`config.mk`:
```
export PLATFORM = sky130hd
export DESIGN_NAME = keypad_scan_flat
export DESIGN_NICKNAME = d
export VERILOG_FILES = /design/src/rtl/keypad_if.sv /design/src/rtl/keypad_scan.sv /design/src/flat_wrapper.sv
export SDC_FILE = /design/constraint.sdc
export NUM_CORES = 1
export LEC_CHECK = 0
export BUFFER_PORTS_ARGS = -buffer_cell sky130_fd_sc_hd__buf_2
export CORE_UTILIZATION = 60
export DETAILED_ROUTE_END_ITERATION = 6
export HOLD_SLACK_MARGIN = 0.08
export PLACE_DENSITY = 0.91
export SYNTH_ARGS = -nofsm -noshare
export SYNTH_HDL_FRONTEND = slang
export SYNTH_SLANG_ARGS = --single-unit
```
`constraint.sdc`:
```
create_clock -name clk_in -period 6 [get_ports clk_in]
set_input_delay 0.9 -clock clk_in [delete_from_list [all_inputs] [get_ports clk_in]]
set_output_delay 0.9 -clock clk_in [all_outputs]
set_load 0.03 [all_outputs]
```
`src/rtl/keypad_if.sv`:
```
// keypad_if: keypad matrix pins plus the accepted-key outputs of the scanner
interface keypad_if;
  logic [3:0] rows;
  logic [3:0] cols;
  logic [3:0] key_code;
  logic       key_valid;
  logic       key_held;
  modport master (input rows, output cols, key_code, key_valid, key_held);
  modport slave (output rows, input cols, key_code, key_valid, key_held);
endinterface

```
`src/rtl/keypad_scan.sv`:
```
// keypad_scan: 4x4 active-low keypad column scanner with per-scan debounce and press pulse
module keypad_scan #(
  parameter int SCAN_DIV       = 16,
  parameter int DEBOUNCE_SCANS = 4
) (
  input logic     clk_in,
  input logic     reset,
  keypad_if.master kp
);
  localparam int DW = (SCAN_DIV > 2) ? $clog2(SCAN_DIV) : 1;
  localparam int CW = $clog2(DEBOUNCE_SCANS + 1);
  typedef enum logic [1:0] {R_NONE, R_ONE, R_MULTI} res_t;
  typedef enum logic {IDLE, PRESSED} state_t;
  logic [3:0]    rows_meta, rows_sync, low;
  logic [DW-1:0] div;
  logic [1:0]    col_idx, acc_n, low_row;
  logic [3:0]    acc_code, one_code, res_code, cand_code;
  logic [2:0]    low_n, tot;
  logic [CW-1:0] cnt, cnt_nx;
  logic          samp, scan_end, same, accept, clear;
  res_t          res, cand;
  state_t        state, state_nx;
  // two-flop synchroniser; idle level is all rows high
  always_ff @(posedge clk_in or posedge reset) begin
    if (reset) begin
      rows_meta <= 4'b1111;
      rows_sync <= 4'b1111;
    end else begin
      rows_meta <= kp.rows;
      rows_sync <= rows_meta;
    end
  end
  // classify the current column sample merged with the accumulated scan so far
  always_comb begin
    low      = ~rows_sync;
    samp     = div == DW'(SCAN_DIV - 1);
    scan_end = samp && col_idx == 2'd3;
    low_n    = {2'b0, low[0]} + {2'b0, low[1]} + {2'b0, low[2]} + {2'b0, low[3]};
    low_row  = low[0] ? 2'd0 : low[1] ? 2'd1 : low[2] ? 2'd2 : 2'd3;
    tot      = {1'b0, acc_n} + low_n;
    one_code = (low_n == 3'd1) ? {low_row, col_idx} : acc_code;
    res      = (tot == 3'd0) ? R_NONE : (tot == 3'd1) ? R_ONE : R_MULTI;
    res_code = (res == R_ONE) ? one_code : 4'd0;
    same     = res == cand && res_code == cand_code;
    cnt_nx   = (res == R_MULTI) ? '0 : !same ? CW'(1) : (cnt == CW'(DEBOUNCE_SCANS)) ? cnt : cnt + 1'b1;
  end
  // column divider and registered one-hot-low column drive
  always_ff @(posedge clk_in or posedge reset) begin
    if (reset) begin
      div     <= '0;
      col_idx <= 2'd0;
      kp.cols <= 4'b1110;
    end else begin
      div <= samp ? '0 : div + 1'b1;
      if (samp) begin
        col_idx <= col_idx + 2'd1;
        kp.cols <= ~(4'b0001 << (col_idx + 2'd1));
      end
    end
  end
  // per-scan accumulator, saturating at two low bits; cleared as each scan completes
  always_ff @(posedge clk_in or posedge reset) begin
    if (reset) begin
      acc_n    <= 2'd0;
      acc_code <= 4'd0;
    end else if (samp) begin
      acc_n    <= scan_end ? 2'd0 : (tot >= 3'd2) ? 2'd2 : tot[1:0];
      acc_code <= scan_end ? 4'd0 : one_code;
    end
  end
  // debounce candidate and run length of identical scan results
  always_ff @(posedge clk_in or posedge reset) begin
    if (reset) begin
      cand      <= R_NONE;
      cand_code <= 4'd0;
      cnt       <= '0;
    end else if (scan_end) begin
      cand      <= res;
      cand_code <= res_code;
      cnt       <= cnt_nx;
    end
  end
  // state register
  always_ff @(posedge clk_in or posedge reset) begin
    if (reset) state <= IDLE;
    else state <= state_nx;
  end
  // accept a stable single key from IDLE; return only on a stable all-released scan
  always_comb begin
    accept   = 1'b0;
    clear    = 1'b0;
    state_nx = state;
    if (scan_end && cnt_nx == CW'(DEBOUNCE_SCANS)) begin
      accept   = state == IDLE && res == R_ONE;
      clear    = state == PRESSED && res == R_NONE;
      state_nx = accept ? PRESSED : clear ? IDLE : state;
    end
  end
  // key outputs; key_code is retained after release
  always_ff @(posedge clk_in or posedge reset) begin
    if (reset) begin
      kp.key_code  <= 4'd0;
      kp.key_valid <= 1'b0;
      kp.key_held  <= 1'b0;
    end else begin
      kp.key_valid <= accept;
      kp.key_held  <= accept ? 1'b1 : clear ? 1'b0 : kp.key_held;
      if (accept) kp.key_code <= one_code;
    end
  end
endmodule

```
`src/flat_wrapper.sv`:
```
// flat-port wrapper written by rule: the top's interface ports become plain ports
module keypad_scan_flat 
#(
  parameter int SCAN_DIV       = 16,
  parameter int DEBOUNCE_SCANS = 4
)
  (clk_in, reset, kp_rows, kp_cols, kp_key_code, kp_key_valid, kp_key_held);
  keypad_if kp_i ();
  input logic clk_in;
  input logic reset;
  input wire logic [$bits(kp_i.rows)-1:0] kp_rows;
  output wire logic [$bits(kp_i.cols)-1:0] kp_cols;
  output wire logic [$bits(kp_i.key_code)-1:0] kp_key_code;
  output wire logic [$bits(kp_i.key_valid)-1:0] kp_key_valid;
  output wire logic [$bits(kp_i.key_held)-1:0] kp_key_held;
  assign kp_i.rows = kp_rows;
  assign kp_cols = kp_i.cols;
  assign kp_key_code = kp_i.key_code;
  assign kp_key_valid = kp_i.key_valid;
  assign kp_key_held = kp_i.key_held;
  keypad_scan #(.SCAN_DIV(SCAN_DIV), .DEBOUNCE_SCANS(DEBOUNCE_SCANS)) u_core (.clk_in(clk_in), .reset(reset), .kp(kp_i));
endmodule
```
# [Yosys cells after proc, flatten, opt, wreduce, memory -nomap -nowiden]
# Cells that the tools add are included.
[word_totals] register_bits=40 input_bits=6 out_inout_bits=10 wordCells=66
[classes] add_sub_neg=7 order_cmp=1 n_eq_ne=10 shift=1 mux=20 n_bitwise=3 reduce_logical=10
[op_table] operator="$mux W4" count=4
[op_table] operator="$mux W2" count=6
[op_table] operator="$mux W3" count=3
[op_table] operator="$not A4 Y4" count=2
[op_table] operator="$mux W1" count=7
[op_table] operator="$add A3 B1 Y3" count=2
[op_table] operator="$eq A3 B1 Y1 const B" count=2
[op_table] operator="$eq A3 B3 Y1 const B" count=2
[op_table] operator="$logic_and A1 B1 Y1" count=5
[op_table] operator="$add A4 B1 Y4 const B" count=1
[op_table] operator="$eq A2 B2 Y1 const B" count=2
[op_table] operator="$eq A4 B4 Y1" count=1
[op_table] operator="$eq A4 B4 Y1 const B" count=1
[op_table] operator="$reduce_bool A2 Y1" count=2
[op_table] operator="$shl A1 B2 Y4 const A" count=1
[op_table] operator="$add A2 B3 Y3" count=1
[op_table] operator="$add A3 B1 Y3 const B" count=1
[op_table] operator="$ge A3 B2 Y1 const B" count=1
[op_table] operator="$logic_not A3 Y1" count=1
[op_table] operator="$add A1 B1 Y2" count=1
[op_table] operator="$add A2 B1 Y2 const B" count=1
[op_table] operator="$eq A2 B1 Y1 const B" count=1
[op_table] operator="$eq A2 B2 Y1" count=1
[op_table] operator="$logic_not A2 Y1" count=1
[op_table] operator="other kinds (2)" count=2

# [Depth between registers and ports, before layout]
[logic_depth] word_depth=19 ltp_mapped=13 depth_no_buf=12

# [Worst setup path before layout]
# OpenSTA, ideal clock, no wires.
[synth_timing] kind="register -> register" from="register u_core.rows_sync[0]" to="register u_core.kp.key_code[2]" setup_ps=125 t_arrival_ps=3975 required_time_ps=5875 setup_slack_ps=1900 stages_incl_launch_ff=14 path_buffers=1 synth_period_minus_slack_ps=4100 cell_sequence="dfstp_2 -> inv_1 -> ha_1 -> fa_1 -> ha_1 -> fa_1 -> nor2b_1 -> and2_1 -> and2_1 -> o31ai_1 -> or4_4 -> or4b_1 -> buf_2 -> mux2_4"
[synth_between] elab_chain_len=17 word_cells_on_any_way=24 cone_classes="4 x add/sub; 7 x eq/ne; 8 x mux; 1 x bitwise; 4 x reduce/logical"
[synth_lines] item="start: declaration" line="keypad_scan.sv:14" text="logic [3:0] rows_meta, rows_sync, low;"
[synth_lines] item="start signal: assignment" line="keypad_scan.sv:30" text="rows_sync <= rows_meta;"
[synth_lines] item="$not A4 Y4 (*)" line="keypad_scan.sv:35" text="low = ~rows_sync;"
[synth_lines] item="$add A1 B1 Y2" line="keypad_scan.sv:38" text="low_n = {2'b0, low[0]} + {2'b0, low[1]} + {2'b0, low[2]} + {2'b0, low[3]};"
[synth_lines] item="$add A3 B1 Y3 (2 in series)" line="keypad_scan.sv:38"
[synth_lines] item="$add A2 B3 Y3" line="keypad_scan.sv:40" text="tot = {1'b0, acc_n} + low_n;"
[synth_lines] item="$eq A3 B1 Y1" line="keypad_scan.sv:42" text="res = (tot == 3'd0) ? R_NONE : (tot == 3'd1) ? R_ONE : R_MULTI;"
[synth_lines] item="$mux W2 (2 in series)" line="keypad_scan.sv:42"
[synth_lines] item="$eq A2 B1 Y1" line="keypad_scan.sv:43, keypad_scan.sv:94"
[synth_lines] item="$mux W4" line="keypad_scan.sv:43" text="res_code = (res == R_ONE) ? one_code : 4'd0;"
[synth_lines] item="$eq A4 B4 Y1" line="keypad_scan.sv:44" text="same = res == cand && res_code == cand_code;"
[synth_lines] item="$logic_and A1 B1 Y1" line="keypad_scan.sv:44"
[synth_lines] item="$mux W3 (2 in series)" line="keypad_scan.sv:45" text="cnt_nx = (res == R_MULTI) ? '0 : !same ? CW'(1) : (cnt == CW'(DEBOUNCE_SCANS)) ? cnt : cnt + 1'b1;"
[synth_lines] item="$eq A3 B3 Y1" line="keypad_scan.sv:93" text="if (scan_end && cnt_nx == CW'(DEBOUNCE_SCANS)) begin"
[synth_lines] item="$logic_and A1 B1 Y1" line="keypad_scan.sv:93"
[synth_lines] item="$mux W1" line="keypad_scan.sv:93"
[synth_lines] item="end signal: assignment" line="keypad_scan.sv:108" text="if (accept) kp.key_code <= one_code;"
[synth_lines] item="end: declaration" line="keypad_if.sv:8" text="modport master (input rows, output cols, key_code, key_valid, key_held);"
# Mark *: on every way between the ends. The rest lies on a longest branch, timed or not.
# A chain may end at the register's enable or synchronous reset.

# [Final worst setup path]
# Same ends and word-level chain as after synthesis.

==> out/results.tsv <==
metric	value	unit
seq_area_frac_synth	53.6	%
crit_required	6.25	ns
swShare	32.1	%
cp.arrival	4.65	ns
grt_pass1_vias	1310	
min_path_type	reg2reg	
setup_ws	1.61	ns
combPwrFrac	23.7	%
clk_latency	0.35	ns
p_per_area	274	nW/um2
gp_routability_congestion	0.868	
start_util	62.5	%
p_sw	182	uW
p_int	385	uW
finalSetupViolCount	0	
p_leak	1.03	nW
routed-via-count	1302	
clock_path_buffers	2	
via_per_inst	5.45	
grt-ovfl-total	0	
ys_types	36	
n_antenna_cell	0	
drive_above_1_share	20.5	%
tightest_slew	0.458	ns
yosysWarningCount	0	
cts_tree	built	
synthCells	175	
initialDrtViolationCount	36	
fmax	228	MHz
nets	213	
ir_drop	0.185	mV
grt_antenna_before_repair	0	
fill_cells	232	
start_kind	register	
grt_setup_unrepaired	no	
slew_headroom	68.6	%
cts_resized	0	
drv_cap	0	
ant_nets	0	
p_seq_share	51.9	%
critPathCaptureType	register	
cts_sinks	40	
ios	16	
cts_setup_buffers	0	
power_frac_clock	24.4	%
grt_pass1_wl	5730	um
grt_use_total	23.2	%
fp-row-count	20	
synth-seq-cells	40	
dieHeight	58.2	um
slew_violations	0	
dpl_cell_area	2010	um2
avgSynthCellArea	10.8	um2
cts_buffers	5	
grt_max_degree	41	
post-route-period-util	73.2	%
die_x	58.2	um
ctsHtreeMaxLevel	2	
status	completed	
drc	0	
hold_viol	0	
syn_nets	194	
area_delta_synth_final	9.52	%
tns	0	ns
dpl.hpwl	2560	um
portBuffers	15	
final_area	2070	um2
die_area	3380	um2
skew	0.0125	ns
wirelength	3420	um
drt_pass1_iterations	4	
cts_hold_buffers	0	
netlist_area	1890	um2
wl_per_cell	14.3	um
path_class	reg2reg	
fin_crit	4.39	ns
r2r_setup_slack	1.61	ns
clockRootBuffer	clkbuf_4	
detailedPlace.worstSlack	1.64	ns
core_area	3030	um2
crit_fanout	6	
clk_pin_slew	0.13	ns
-- through the flow --
step | power, mW | std cells | hold slack, ns | util, %
final | 0.567 | 239 | 0.370 | 68.4
after global routing | 0.594 | 239 | 0.375 | 68.4
after CTS | 0.568 | 239 | 0.372 | 68.4
after detailed placement | 0.431 | 231 | 0.349 | 66.4
after global placement | 0.419 | 231 | 0.347 | 66.4
after floorplan | 0.398 | 175 | 0.345 | -
-- kinds of logic (layout without fill, tap and decap cells) --
family	after synthesis	count (layout)	share of synthesized area [%]
compound gates	35	35	10.8
mux	11	11	6.22
flops	40	40	53.6
xor+xnor	3	3	1.39
buf+inv	20	40	4.17
fa+ha+maj	13	13	9.39
simple gates	53	53	14.4
-- sequential cells by signal, summed over array words and instances, names as in the netlist --
signal and cells:
u_core.acc_code 4, u_core.acc_n 2, u_core.cand 2, u_core.cand_code 4, u_core.cnt 3, u_core.col_idx 2, u_core.div 4, u_core.kp.cols 4
u_core.kp.key_code 4, u_core.kp.key_held 1, u_core.kp.key_valid 1, u_core.rows_meta 4, u_core.rows_sync 4, u_core.state 1
-- final timing paths --
| check | startpoint | end | cells past startpoint |
|---|---|---|---|
| max reg2reg | u_core.rows_sync[0]$_DFF_PP1_ | u_core.kp.key_code[2]$_DFFE_PP0P_ | 12 |
| min in group asynchronous | reset | u_core.col_idx[1]$_DFFE_PP0N_ | 3 |
| min | u_core.rows_meta[1]$_DFF_PP1_ | u_core.rows_sync[1]$_DFF_PP1_ | 0 |
| max in group asynchronous | reset | u_core.kp.cols[3]$_DFFE_PP1N_ | 3 |
| max | u_core.rows_sync[0]$_DFF_PP1_ | u_core.kp.key_code[2]$_DFFE_PP0P_ | 12 |
| min reg2reg | u_core.rows_meta[1]$_DFF_PP1_ | u_core.rows_sync[1]$_DFF_PP1_ | 0 |
-- per-layer routing --
layer / GRT usage (%) / vias up / routed length [um]
li1: - / 628 / -
met1: 29.1 / 644 / 1490
met2: 37.6 / 26 / 1790
met3: 6.03 / 4 / 99
met4: 10.9 / 0 / 40
met5: 0 / - / 0
-- layout by cell type (no fill, tap or decap), types with 2 or more instances in the layout --
| cell | instances |
|---|---|
| a211oi_1 | 2 |
| a21o_1 | 2 |
| a21oi_1 | 5 |
| and2_1 | 3 |
| and3_1 | 2 |
| buf_2 | 15 |
| clkbuf_4 | 5 |
| clkinvlp_4 | 2 |
| dfrtp_1 | 29 |
| dfstp_2 | 11 |
| fa_1 | 2 |
| ha_1 | 11 |
| inv_1 | 16 |
| mux2_2 | 2 |
| mux2i_1 | 8 |
| nand2_1 | 24 |
| nand2b_1 | 3 |
| nand3_1 | 4 |
| nor2_1 | 8 |
| nor2b_1 | 2 |
| o211ai_1 | 2 |
| o21a_1 | 2 |
| o21ai_0 | 18 |
| xnor2_1 | 2 |
-- power groups by stage --
stage | Sequential [mW] | Clock, mW | Combinational, mW
detailed placement | 0.299 | 0 | 0.132
finish | 0.294 | 0.139 | 0.134
global route | 0.296 | 0.151 | 0.148
CTS | 0.294 | 0.140 | 0.134
global placement | 0.297 | 0 | 0.121
floorplan | 0.296 | 0 | 0.102
-- cell type report --
class / instances / area (um2) / area share, %
flip-flops and latches: 40 / 1010 / 49.0
multi-input cells: 115 / 798 / 38.5
repair buffers: 16 / 82.6 / 3.99
inverters: 16 / 60.1 / 2.90
well taps: 44 / 55.1 / 2.66
clock buffers: 5 / 37.5 / 1.81
clock inverters: 3 / 23.8 / 1.15
-- critical path: stages (launching register included) --
cell     delay, ns
dfstp_2       0.56
inv_1         0.04
ha_1          0.31
fa_1          0.37
ha_1          0.35
fa_1          0.52
nor2b_1       0.17
and2_1        0.22
and2_1        0.15
o31ai_1       0.10
or4_4         0.53
or4b_1        0.63
mux2_4        0.34
-- cells in the mapped netlist --
library cell  number  share of area, %
a21o_1             2              0.79
nor2b_1            2              0.66
inv_1             16               3.2
o211ai_1           2              0.79
nor3b_4            1              0.99
buf_2              3              0.79
o21ai_1            1              0.26
and3_1             2              0.66
xnor2_1            2              0.93
nor2_1             8               1.6
nor3_1             1              0.26
dfrtp_1           29                38
nor4b_1            1              0.46
and2_1             3              0.99
or4_4              1              0.60
or4b_1             1              0.53
o21a_1             2              0.79
o22a_1             1              0.46
a22oi_1            1              0.40
o31ai_1            1              0.40
mux2_4             1              0.79
mux2_2             2               1.2
nand2_1           24               4.8
a21oi_1            5               1.3
ha_1              11               7.3
o21ai_0           18               4.8
nand4_1            1              0.33
dfstp_2           11                15
clkbuf_1           1              0.20
xor2_1             1              0.46
nand3_1            4               1.1
a211oi_1           2              0.79
mux2i_1            8               4.2
nand2b_1           3              0.99
fa_1               2               2.1
and4b_1            1              0.53
Power figures use the tool's default switching activity.
